<file path="src/rtl/serial_cmd_pkg.sv">
// Shared opcode table and FSM state type for the serial command initiator.
package serial_cmd_pkg;

  localparam logic [7:0] OP_VERSION       = 8'd0;
  localparam logic [7:0] OP_DEADTICKS     = 8'd1;
  localparam logic [7:0] OP_FIRINGTICKS   = 8'd2;
  localparam logic [7:0] OP_TOGGLE_EN     = 8'd3;
  localparam logic [7:0] OP_TOGGLE_CLKSRC = 8'd4;
  localparam logic [7:0] OP_SET_PHASE     = 8'd5;
  localparam logic [7:0] OP_MASK1         = 8'd6;
  localparam logic [7:0] OP_MASK2         = 8'd7;
  localparam logic [7:0] OP_PASSTHRU      = 8'd8;
  localparam logic [7:0] OP_READ_HIST     = 8'd10;
  localparam logic [7:0] OP_TOGGLE_VETO   = 8'd11;
  localparam logic [7:0] OP_RESET_PLL     = 8'd13;

  typedef enum logic [2:0] {
    ST_IDLE,
    ST_TX_OP,
    ST_TX_OP_GAP,
    ST_TX_ARG,
    ST_TX_ARG_GAP,
    ST_RX,
    ST_FINISH
  } state_e;

  // Opcodes followed by one argument byte on the wire.
  function automatic logic op_has_arg(input logic [7:0] op);
    case (op)
      OP_DEADTICKS, OP_FIRINGTICKS, OP_SET_PHASE, OP_MASK1, OP_MASK2: return 1'b1;
      default: return 1'b0;
    endcase
  endfunction

  // Number of response bytes the responder returns; unknown ops return none.
  function automatic logic [7:0] op_resp_len(input logic [7:0] op);
    case (op)
      OP_VERSION:   return 8'd1;
      OP_READ_HIST: return 8'd16;
      default:      return 8'd0;
    endcase
  endfunction

endpackage

</file>
<file path="src/rtl/serial_cmd_initiator_resp_packer.sv">
// Packs received bytes little-endian into 32-bit words; flushes a partial
// word when the final byte arrives, zero-filling the unused upper lanes.
module resp_packer (
  input  logic        clk,
  input  logic        rstn,
  input  logic        clear,
  input  logic        byte_valid,
  input  logic [7:0]  byte_data,
  input  logic        byte_last,
  output logic        word_valid,
  output logic [31:0] word,
  output logic        word_last
);

  logic [1:0]  lane_q, lane_d;
  logic [31:0] acc_q, acc_d;
  logic [31:0] word_q, word_d;
  logic        valid_q, valid_d;
  logic        last_q, last_d;
  logic [31:0] merged;

  // Accumulate bytes into the current lane and emit on lane 3 or final byte.
  always_comb begin
    lane_d  = lane_q;
    acc_d   = acc_q;
    word_d  = word_q;
    valid_d = 1'b0;
    last_d  = 1'b0;
    merged  = acc_q;
    if (clear) begin
      lane_d = '0;
      acc_d  = '0;
    end else if (byte_valid) begin
      merged[{lane_q, 3'b000} +: 8] = byte_data;
      if (lane_q == 2'd3 || byte_last) begin
        word_d  = merged;
        valid_d = 1'b1;
        last_d  = byte_last;
        acc_d   = '0;
        lane_d  = '0;
      end else begin
        acc_d  = merged;
        lane_d = lane_q + 2'd1;
      end
    end
  end

  // Packer state registers.
  always_ff @(posedge clk or negedge rstn) begin
    if (!rstn) begin
      lane_q  <= '0;
      acc_q   <= '0;
      word_q  <= '0;
      valid_q <= 1'b0;
      last_q  <= 1'b0;
    end else begin
      lane_q  <= lane_d;
      acc_q   <= acc_d;
      word_q  <= word_d;
      valid_q <= valid_d;
      last_q  <= last_d;
    end
  end

  assign word_valid = valid_q;
  assign word       = word_q;
  assign word_last  = last_q;

endmodule

</file>
<file path="src/rtl/serial_cmd_initiator.sv">
// Host-side initiator: sends opcode (+ optional arg) over UART TX, then
// collects the fixed-length response from UART RX into 32-bit words.
module serial_cmd_initiator
  import serial_cmd_pkg::*;
#(
  parameter int unsigned TIMEOUT_CYCLES = 5000000,
  parameter int unsigned MAX_RESP_BYTES = 16
) (
  input  logic        clk,
  input  logic        rstn,
  input  logic        cmd_valid,
  output logic        cmd_ready,
  input  logic [7:0]  cmd_op,
  input  logic [7:0]  cmd_arg,
  input  logic        txBusy,
  output logic        txStart,
  output logic [7:0]  txData,
  input  logic        rxReady,
  input  logic [7:0]  rxData,
  output logic        resp_valid,
  output logic [31:0] resp_word,
  output logic        resp_last,
  output logic        done,
  output logic        timeout_err
);

  localparam int unsigned TW = $clog2(TIMEOUT_CYCLES + 1);
  localparam int unsigned CW = $clog2(MAX_RESP_BYTES + 1);

  state_e        state_q, state_d;
  logic [7:0]    op_q, op_d;
  logic [7:0]    arg_q, arg_d;
  logic          has_arg_q, has_arg_d;
  logic [CW-1:0] len_q, len_d;
  logic [CW-1:0] cnt_q, cnt_d;
  logic [TW-1:0] tcnt_q, tcnt_d;
  logic          tx_start_q, tx_start_d;
  logic [7:0]    tx_data_q, tx_data_d;
  logic          done_q, done_d;
  logic          terr_q, terr_d;
  logic          pk_clear, pk_valid, pk_last;

  // Next-state and datapath control for the command sequence.
  always_comb begin
    state_d    = state_q;
    op_d       = op_q;
    arg_d      = arg_q;
    has_arg_d  = has_arg_q;
    len_d      = len_q;
    cnt_d      = cnt_q;
    tcnt_d     = tcnt_q;
    tx_start_d = 1'b0;
    tx_data_d  = tx_data_q;
    terr_d     = terr_q;
    pk_clear   = 1'b0;
    pk_valid   = 1'b0;
    pk_last    = (cnt_q == len_q - CW'(1));
    case (state_q)
      ST_IDLE: begin
        if (cmd_valid) begin
          op_d      = cmd_op;
          arg_d     = cmd_arg;
          has_arg_d = op_has_arg(cmd_op);
          len_d     = CW'(op_resp_len(cmd_op));
          terr_d    = 1'b0;
          state_d   = ST_TX_OP;
        end
      end
      ST_TX_OP: begin
        if (!txBusy) begin
          tx_data_d  = op_q;
          tx_start_d = 1'b1;
          state_d    = ST_TX_OP_GAP;
        end
      end
      ST_TX_OP_GAP, ST_TX_ARG_GAP: begin
        if (state_q == ST_TX_OP_GAP && has_arg_q) begin
          state_d = ST_TX_ARG;
        end else if (len_q != '0) begin
          cnt_d    = '0;
          tcnt_d   = '0;
          pk_clear = 1'b1;
          state_d  = ST_RX;
        end else begin
          state_d = ST_FINISH;
        end
      end
      ST_TX_ARG: begin
        if (!txBusy) begin
          tx_data_d  = arg_q;
          tx_start_d = 1'b1;
          state_d    = ST_TX_ARG_GAP;
        end
      end
      ST_RX: begin
        // Completion is checked one cycle after the final byte so done
        // trails the last resp_valid pulse.
        if (cnt_q == len_q) begin
          state_d = ST_FINISH;
        end else if (rxReady) begin
          pk_valid = 1'b1;
          cnt_d    = cnt_q + CW'(1);
          tcnt_d   = '0;
        end else if (tcnt_q == TW'(TIMEOUT_CYCLES - 1)) begin
          terr_d  = 1'b1;
          state_d = ST_FINISH;
        end else begin
          tcnt_d = tcnt_q + TW'(1);
        end
      end
      ST_FINISH: state_d = ST_IDLE;
      default:   state_d = ST_IDLE;
    endcase
    done_d = (state_d == ST_FINISH);
  end

  // State and output registers.
  always_ff @(posedge clk or negedge rstn) begin
    if (!rstn) begin
      state_q    <= ST_IDLE;
      op_q       <= '0;
      arg_q      <= '0;
      has_arg_q  <= 1'b0;
      len_q      <= '0;
      cnt_q      <= '0;
      tcnt_q     <= '0;
      tx_start_q <= 1'b0;
      tx_data_q  <= '0;
      done_q     <= 1'b0;
      terr_q     <= 1'b0;
    end else begin
      state_q    <= state_d;
      op_q       <= op_d;
      arg_q      <= arg_d;
      has_arg_q  <= has_arg_d;
      len_q      <= len_d;
      cnt_q      <= cnt_d;
      tcnt_q     <= tcnt_d;
      tx_start_q <= tx_start_d;
      tx_data_q  <= tx_data_d;
      done_q     <= done_d;
      terr_q     <= terr_d;
    end
  end

  resp_packer u_packer (
    .clk        (clk),
    .rstn       (rstn),
    .clear      (pk_clear),
    .byte_valid (pk_valid),
    .byte_data  (rxData),
    .byte_last  (pk_last),
    .word_valid (resp_valid),
    .word       (resp_word),
    .word_last  (resp_last)
  );

  assign cmd_ready   = (state_q == ST_IDLE);
  assign txStart     = tx_start_q;
  assign txData      = tx_data_q;
  assign done        = done_q;
  assign timeout_err = terr_q;

endmodule

</file>
<file path="config.mk">
export PLATFORM = sky130hd
export DESIGN_NAME = serial_cmd_initiator
export DESIGN_NICKNAME = d
export VERILOG_FILES = /design/src/rtl/serial_cmd_pkg.sv /design/src/rtl/serial_cmd_initiator_resp_packer.sv /design/src/rtl/serial_cmd_initiator.sv
export SDC_FILE = /design/constraint.sdc
export NUM_CORES = 1
export LEC_CHECK = 0
export CAP_MARGIN = 10
export CORE_MARGIN = 2
export CORE_UTILIZATION = 45
export CTS_BUF_LIST = sky130_fd_sc_hd__clkbuf_8
export DETAILED_ROUTE_END_ITERATION = 16
export DONT_BUFFER_PORTS = 1
export GPL_ROUTABILITY_DRIVEN = 0
export PLACE_DENSITY = 0.62
export SETUP_SLACK_MARGIN = 0.1
export SKIP_CTS_REPAIR_TIMING = 1
export SYNTH_ARGS = -nofsm -noshare
export SYNTH_HDL_FRONTEND = slang
export SYNTH_SLANG_ARGS = --single-unit
</file>
<file path="constraint.sdc">
create_clock -name clk -period 2.2 [get_ports clk]
set_input_delay 0.22 -clock clk [delete_from_list [all_inputs] [get_ports clk]]
set_output_delay 0.22 -clock clk [all_outputs]
set_load 0.005 [all_outputs]
</file>
; Word-level counts from Yosys, hierarchy flattened
; Cells that the tools add are included.
[word_totals]
register_bits = 132
latchBits = 0
mem_bits_rw = 0
rom_bits = 0
inputBits = 29
out_inout_bits = 46
elab_cells = 119
n_memories = 0
[op_classes]
n_addsub = 5
mul = 0
div_mod_pow = 0
n_lt_le_gt_ge = 0
eq_ne = 26
shifts = 2
muxes = 51
bitwise = 1
n_reduce_logical = 18
[ops]
columns = cell, count
row1 = $mux W23, 5
row2 = $mux W32, 3
row3 = $pmux W23 S2, 1
row4 = $bwmux W32, 1
row5 = $shift A8 B7 Y32 const A, 1
row6 = $shiftx A8 B7 Y32, 1
row7 = $eq A8 B3 Y1 const B, 3
row8 = $add A23 B1 Y23 const B, 1
row9 = $eq A23 B23 Y1 const B, 1
row10 = $mux W3, 7
row11 = $mux W5, 4
row12 = $pmux W5 S2, 2
row13 = $mux W1, 19
row14 = $ne A2 B2 Y1 const B, 9
row15 = $mux W8, 2
row16 = $pmux W8 S2, 1
row17 = $pmux W3 S5, 1
row18 = $reduce_and A5 Y1, 3
row19 = $eq A5 B5 Y1, 2
row20 = $eq A3 B3 Y1 const B, 3
row21 = $eq A8 B1 Y1 const B, 1
row22 = $eq A8 B2 Y1 const B, 1
row23 = $eq A8 B4 Y1 const B, 1
row24 = $logic_not A8 Y1, 1
row25 = other kinds (20), 29

; Depth between registers and ports, before layout
[depth]
depth_word = 6
depth_mapped = 9
mapped_depth_nobuf = 8

; Hierarchy
; Synthesis repeated with hierarchy kept, for this count alone.
[unflattened]
hier_cells = 603
hier_area_um2 = 6403.6
[modules_own_cells]
columns = module, n_inst, cells_per_inst, area_each_um2, seq_area_each_um2
row1 = resp_packer, 1, 294, 3214.3, 1701.6
row2 = serial_cmd_initiator, 1, 309, 3189.3, 1526.5

; Worst setup path before layout
; No wires, ideal clock.
[synth_path]
path_type = register to register
startpoint = register u_packer.lane_q[0]
endpoint = register u_packer.acc_q[16]
setup_ns = 0.066
t_arrival_ns = 2.042
required_time_ns = 2.134
slack_ns = 0.092
path_stages_with_launch = 8
n_path_buf = 1
period_less_slack_ns = 2.108
cell_sequence = dfrtp_1 -> inv_1 -> ha_1 -> nand2_1 -> nor3_1 -> and3_2 -> buf_4 -> a22o_1
[synth_via]
elab_chain_len = 6
word_cells_on_any_way = 9
classes_between = add/sub (1) / eq/ne (1) / shift (2) / mux (4) / reduce/logical (1)
[synth_rtl]
columns = item, line_no
row1 = from (decl), serial_cmd_initiator_resp_packer.sv:15  ; logic [1:0] lane_q, lane_d;
row2 = from (signal assigned), serial_cmd_initiator_resp_packer.sv:57  ; lane_q <= lane_d;
row3 = $neg A5 Y7, serial_cmd_initiator_resp_packer.sv:34  ; merged[{lane_q, 3'b000} +: 8] = byte_data;
row4 = $shiftx A8 B7 Y32 or $shift A8 B7 Y32 (tied branches), serial_cmd_initiator_resp_packer.sv:34
row5 = $bwmux W32, serial_cmd_initiator_resp_packer.sv:34
row6 = $mux W32 *, serial_cmd_initiator_resp_packer.sv:35  ; if (lane_q == 2'd3 || byte_last) begin
row7 = $mux W32 *, serial_cmd_initiator_resp_packer.sv:33  ; end else if (byte_valid) begin
row8 = $mux W32 *, serial_cmd_initiator_resp_packer.sv:30  ; if (clear) begin
row9 = to (signal assigned), serial_cmd_initiator_resp_packer.sv:52  ; acc_q <= '0;
row10 = to (signal assigned), serial_cmd_initiator_resp_packer.sv:58  ; acc_q <= acc_d;
row11 = to (decl), serial_cmd_initiator_resp_packer.sv:16  ; logic [31:0] acc_q, acc_d;
; Mark *: on every way between the ends. The rest lies on a longest branch, timed or not. The select of a mux whose other input is x is not followed.
; A chain may end at the register's enable or synchronous reset.

; Worst setup path after layout
[layout_path]
startpoint = register tcnt_q[15]
endpoint = register tcnt_q[8]
[layout_via]
elab_chain_len = 3
[layout_rtl]
columns = item, line_no
row1 = from (decl), serial_cmd_initiator.sv:36  ; logic [TW-1:0] tcnt_q, tcnt_d;
row2 = from (signal assigned), serial_cmd_initiator.sv:138  ; tcnt_q <= tcnt_d;
row3 = $eq A23 B23 Y1, serial_cmd_initiator.sv:104  ; end else if (tcnt_q == TW'(TIMEOUT_CYCLES - 1)) begin
row4 = $ne A3 B3 Y1 (no source line), n/a
row5 = $reduce_and A5 Y1 (no source line), n/a
; No other way between the ends.

==> metrics.txt <==
Post-synth ARST share 100%; CP Max Fanout 11; Fmax ~470 MHz; Placed Cells incl. Taps 781; Design Area, Final 0.00732 mm^2; Synth top area share 50.9%; clk_lat worst skew between 0.4 and 0.5 ns; antenna violations before repair 0; CTS Buf Count 17; slew margin rel. between 60 and 70%; vias in the first global route 4659; biggest area consumer among synthesized cells dfrtp_1; FP Rows between 40 and 50; H-tree Lvls 4; Syn. warnings 0; worst hold path class input port to async pin; status complete, but fails checks; Critical R2R Launch tcnt_q[15]; post-route minimum period 2.13 ns; worst r2r path cells 7; Vert. Die Dim approximately 120 um; TritonCTS clock tree done; Routed WL around 15 mm; Post-Route Setup TNS 0 ns; via/cell ratio about 5.7; HPWL Detailed roughly 9.5 mm; placed cell areas 0.00654 mm^2; die area 0.0151 mm^2; register area share after synthesis between 50% and 60%; Critical Path Sink Type flip-flop; post-layout worst setup margin around 0.069 ns; Worst-path clk slew 0.08 ns; violated checks hold timing; pin count of the biggest net entering global routing 130; max-slew violations 0; CP Data Required Time around 2.5 ns; Finished Core Util 52.9%; Synth Flop Type dfrtp_1; final setup fails 0; worst vdd ir 0.744 mV; synthesized net count 650; clock tree buffer depth 2; Clock Skew 0.0167 ns; Area growth syn-to-layout 15.4%; diode count 0; Routed WL per cell roughly 18 um; final hold slack -0.534 ns; first-pass GRT wire length roughly 23 mm; commonest cells in the netlist 129 x dfrtp_1, 77 x a21oi_1, 63 x nor2_1; initial drt markers roughly 260; EDFF count, synth 0; Place WS -0.0311 ns; PD cells between 1000 and 1500 mW/mm^2; Netlist Area Pre-Place around 0.0063 mm^2; Leakage roughly 3.2 nW; I/O pin cnt between 70 and 80; total global-route track usage approximately a fifth; Final #Nets 688; crit path from tcnt_q[15]; clk root buf clkbuf_8; RR Endpoint tcnt_q[8]; TritonRoute pass-1 iters 4; period utilization a little under 100%; RSZ-0062 raised after global routing true; Max-Cap Viols 0; Critical Path AT 2.43 ns; Vias roughly 4800; FF+latch count, synth around 130; Avg Inst Size Synth 10.4 um^2; Die X 123 um; DRC viols 0; Starting Density a little under half; clock tree sinks about 130; final hold violation count between 100 and 150; proportion of layout cells with a drive suffix above 1 ~17%; synth unique cells 62; crit path to tcnt_q[8]; flop2flop setup slack ~0.069 ns; Layout Cells excl Fill 843; Mapped Cells between 600 and 700; Layout fillers about 1200; PortBufs 0; actual slew at the worst max-slew pin 0.534 ns; Worst Setup Path Type flip-flop to flip-flop; Post-DRT Antenna Nets 0; synth top area cells dfrtp_1 51%, a21oi_1 6.1%, a22o_1 4.6%; count leader, synth dfrtp_1; core area 0.0138 mm^2; grt ovf 0; crit start category flip-flop
==> per-stage QoR <==
stage,power (W),hold slack (ns)
2_1_floorplan,0.00472,-0.0756
3_3_place_gp,0.00521,-0.0693
3_5_place_dp,0.00529,-0.0687
4_1_cts,0.00754,-0.562
5_1_grt,0.00804,-0.574
6_report,0.00760,-0.534
==> placed cells by master (no fill, tap or decap), types with 18 or more instances in the layout <==
| cell type | instances |
|---|---|
| a22o_1 | 33 |
| buf_4 | 27 |
| nor2b_1 | 35 |
| o21ai_1 | 22 |
| a21oi_1 | 77 |
| nand2_1 | 30 |
| clkbuf_8 | 18 |
| o21ai_0 | 19 |
| dfrtp_1 | 125 |
| dlygate4sd3_1 | 26 |
| nor2_1 | 62 |
==> power by group <==
| part | internal (W) | leakage, nW | switching, W |
|---|---|---|---|
| Combinational | 0.00102 | 1.27 | 0.00121 |
| Clock | 0.00126 | 0.222 | 0.000967 |
| Sequential | 0.00280 | 1.69 | 0.000336 |
| Total | 0.00509 | 3.18 | 0.00251 |
==> registers in the layout, indices dropped and copies added (netlist names), 2 cells and up <==
name	flops
txData	8
u_packer.lane_q	2
arg_q	8
u_packer.word	32
len_q	2
op_q	8
u_packer.acc_q	32
state_q	3
tcnt_q	23
cnt_q	5
==> final cells by class <==
| type | instances | area [um^2] | share of cell area (%) |
|---|---|---|---|
| repair buffers | 56 | 528 | 7.22 |
| clock inverters | 14 | 188 | 2.57 |
| flip-flops and latches | 129 | 3230 | 44.2 |
| inverters | 11 | 41.3 | 0.564 |
| well taps | 180 | 225 | 3.08 |
| multi-input cells | 435 | 2850 | 39.0 |
| clock buffers | 18 | 248 | 3.39 |
==> how the worst min path moves through the flow <==
stage | from | to | slack [ns] | cells past startpoint
after floorplan | rstn | arg_q[0] | -0.08 | 0
after global placement | rstn | tcnt_q[17] | -0.07 | 0
after detailed placement | rstn | tcnt_q[17] | -0.07 | 0
after CTS | rstn | tcnt_q[19] | -0.56 | 0
after global routing | rstn | tcnt_q[16] | -0.57 | 0
final | rstn | tcnt_q[21] | -0.53 | 0
==> cell families after synthesis <==
kind of cell | share of synthesized area [%]
AND/OR/NAND/NOR | 17.5
AO/OA/AOI/OAI | 19.7
flip-flops | 50.9
buffers and inverters | 4.97
multiplexers | 4.44
adder cells (fa/ha/maj) | 1.78
XOR/XNOR | 0.691
==> critical path: stages (launching register included) <==
cell	delay, ns
dfrtp_2	0.45
nand4bb_1	0.22
or4_4	0.58
o21ai_4	0.18
a221o_2	0.27
buf_12	0.15
o21ai_1	0.07
o41ai_1	0.09
==> metal layers <==
layer / vias up / share of wire (%) / GRT usage (%)
met2: 123 / 48 / 30.5
met3: 18 / 5.8 / 5.81
met5: - / 0 / 0
met1: 2389 / 45 / 27.0
met4: 0 / 1.5 / 7.97
li1: 2282 / - / -
No activity file was read; power rests on OpenSTA's default activity.
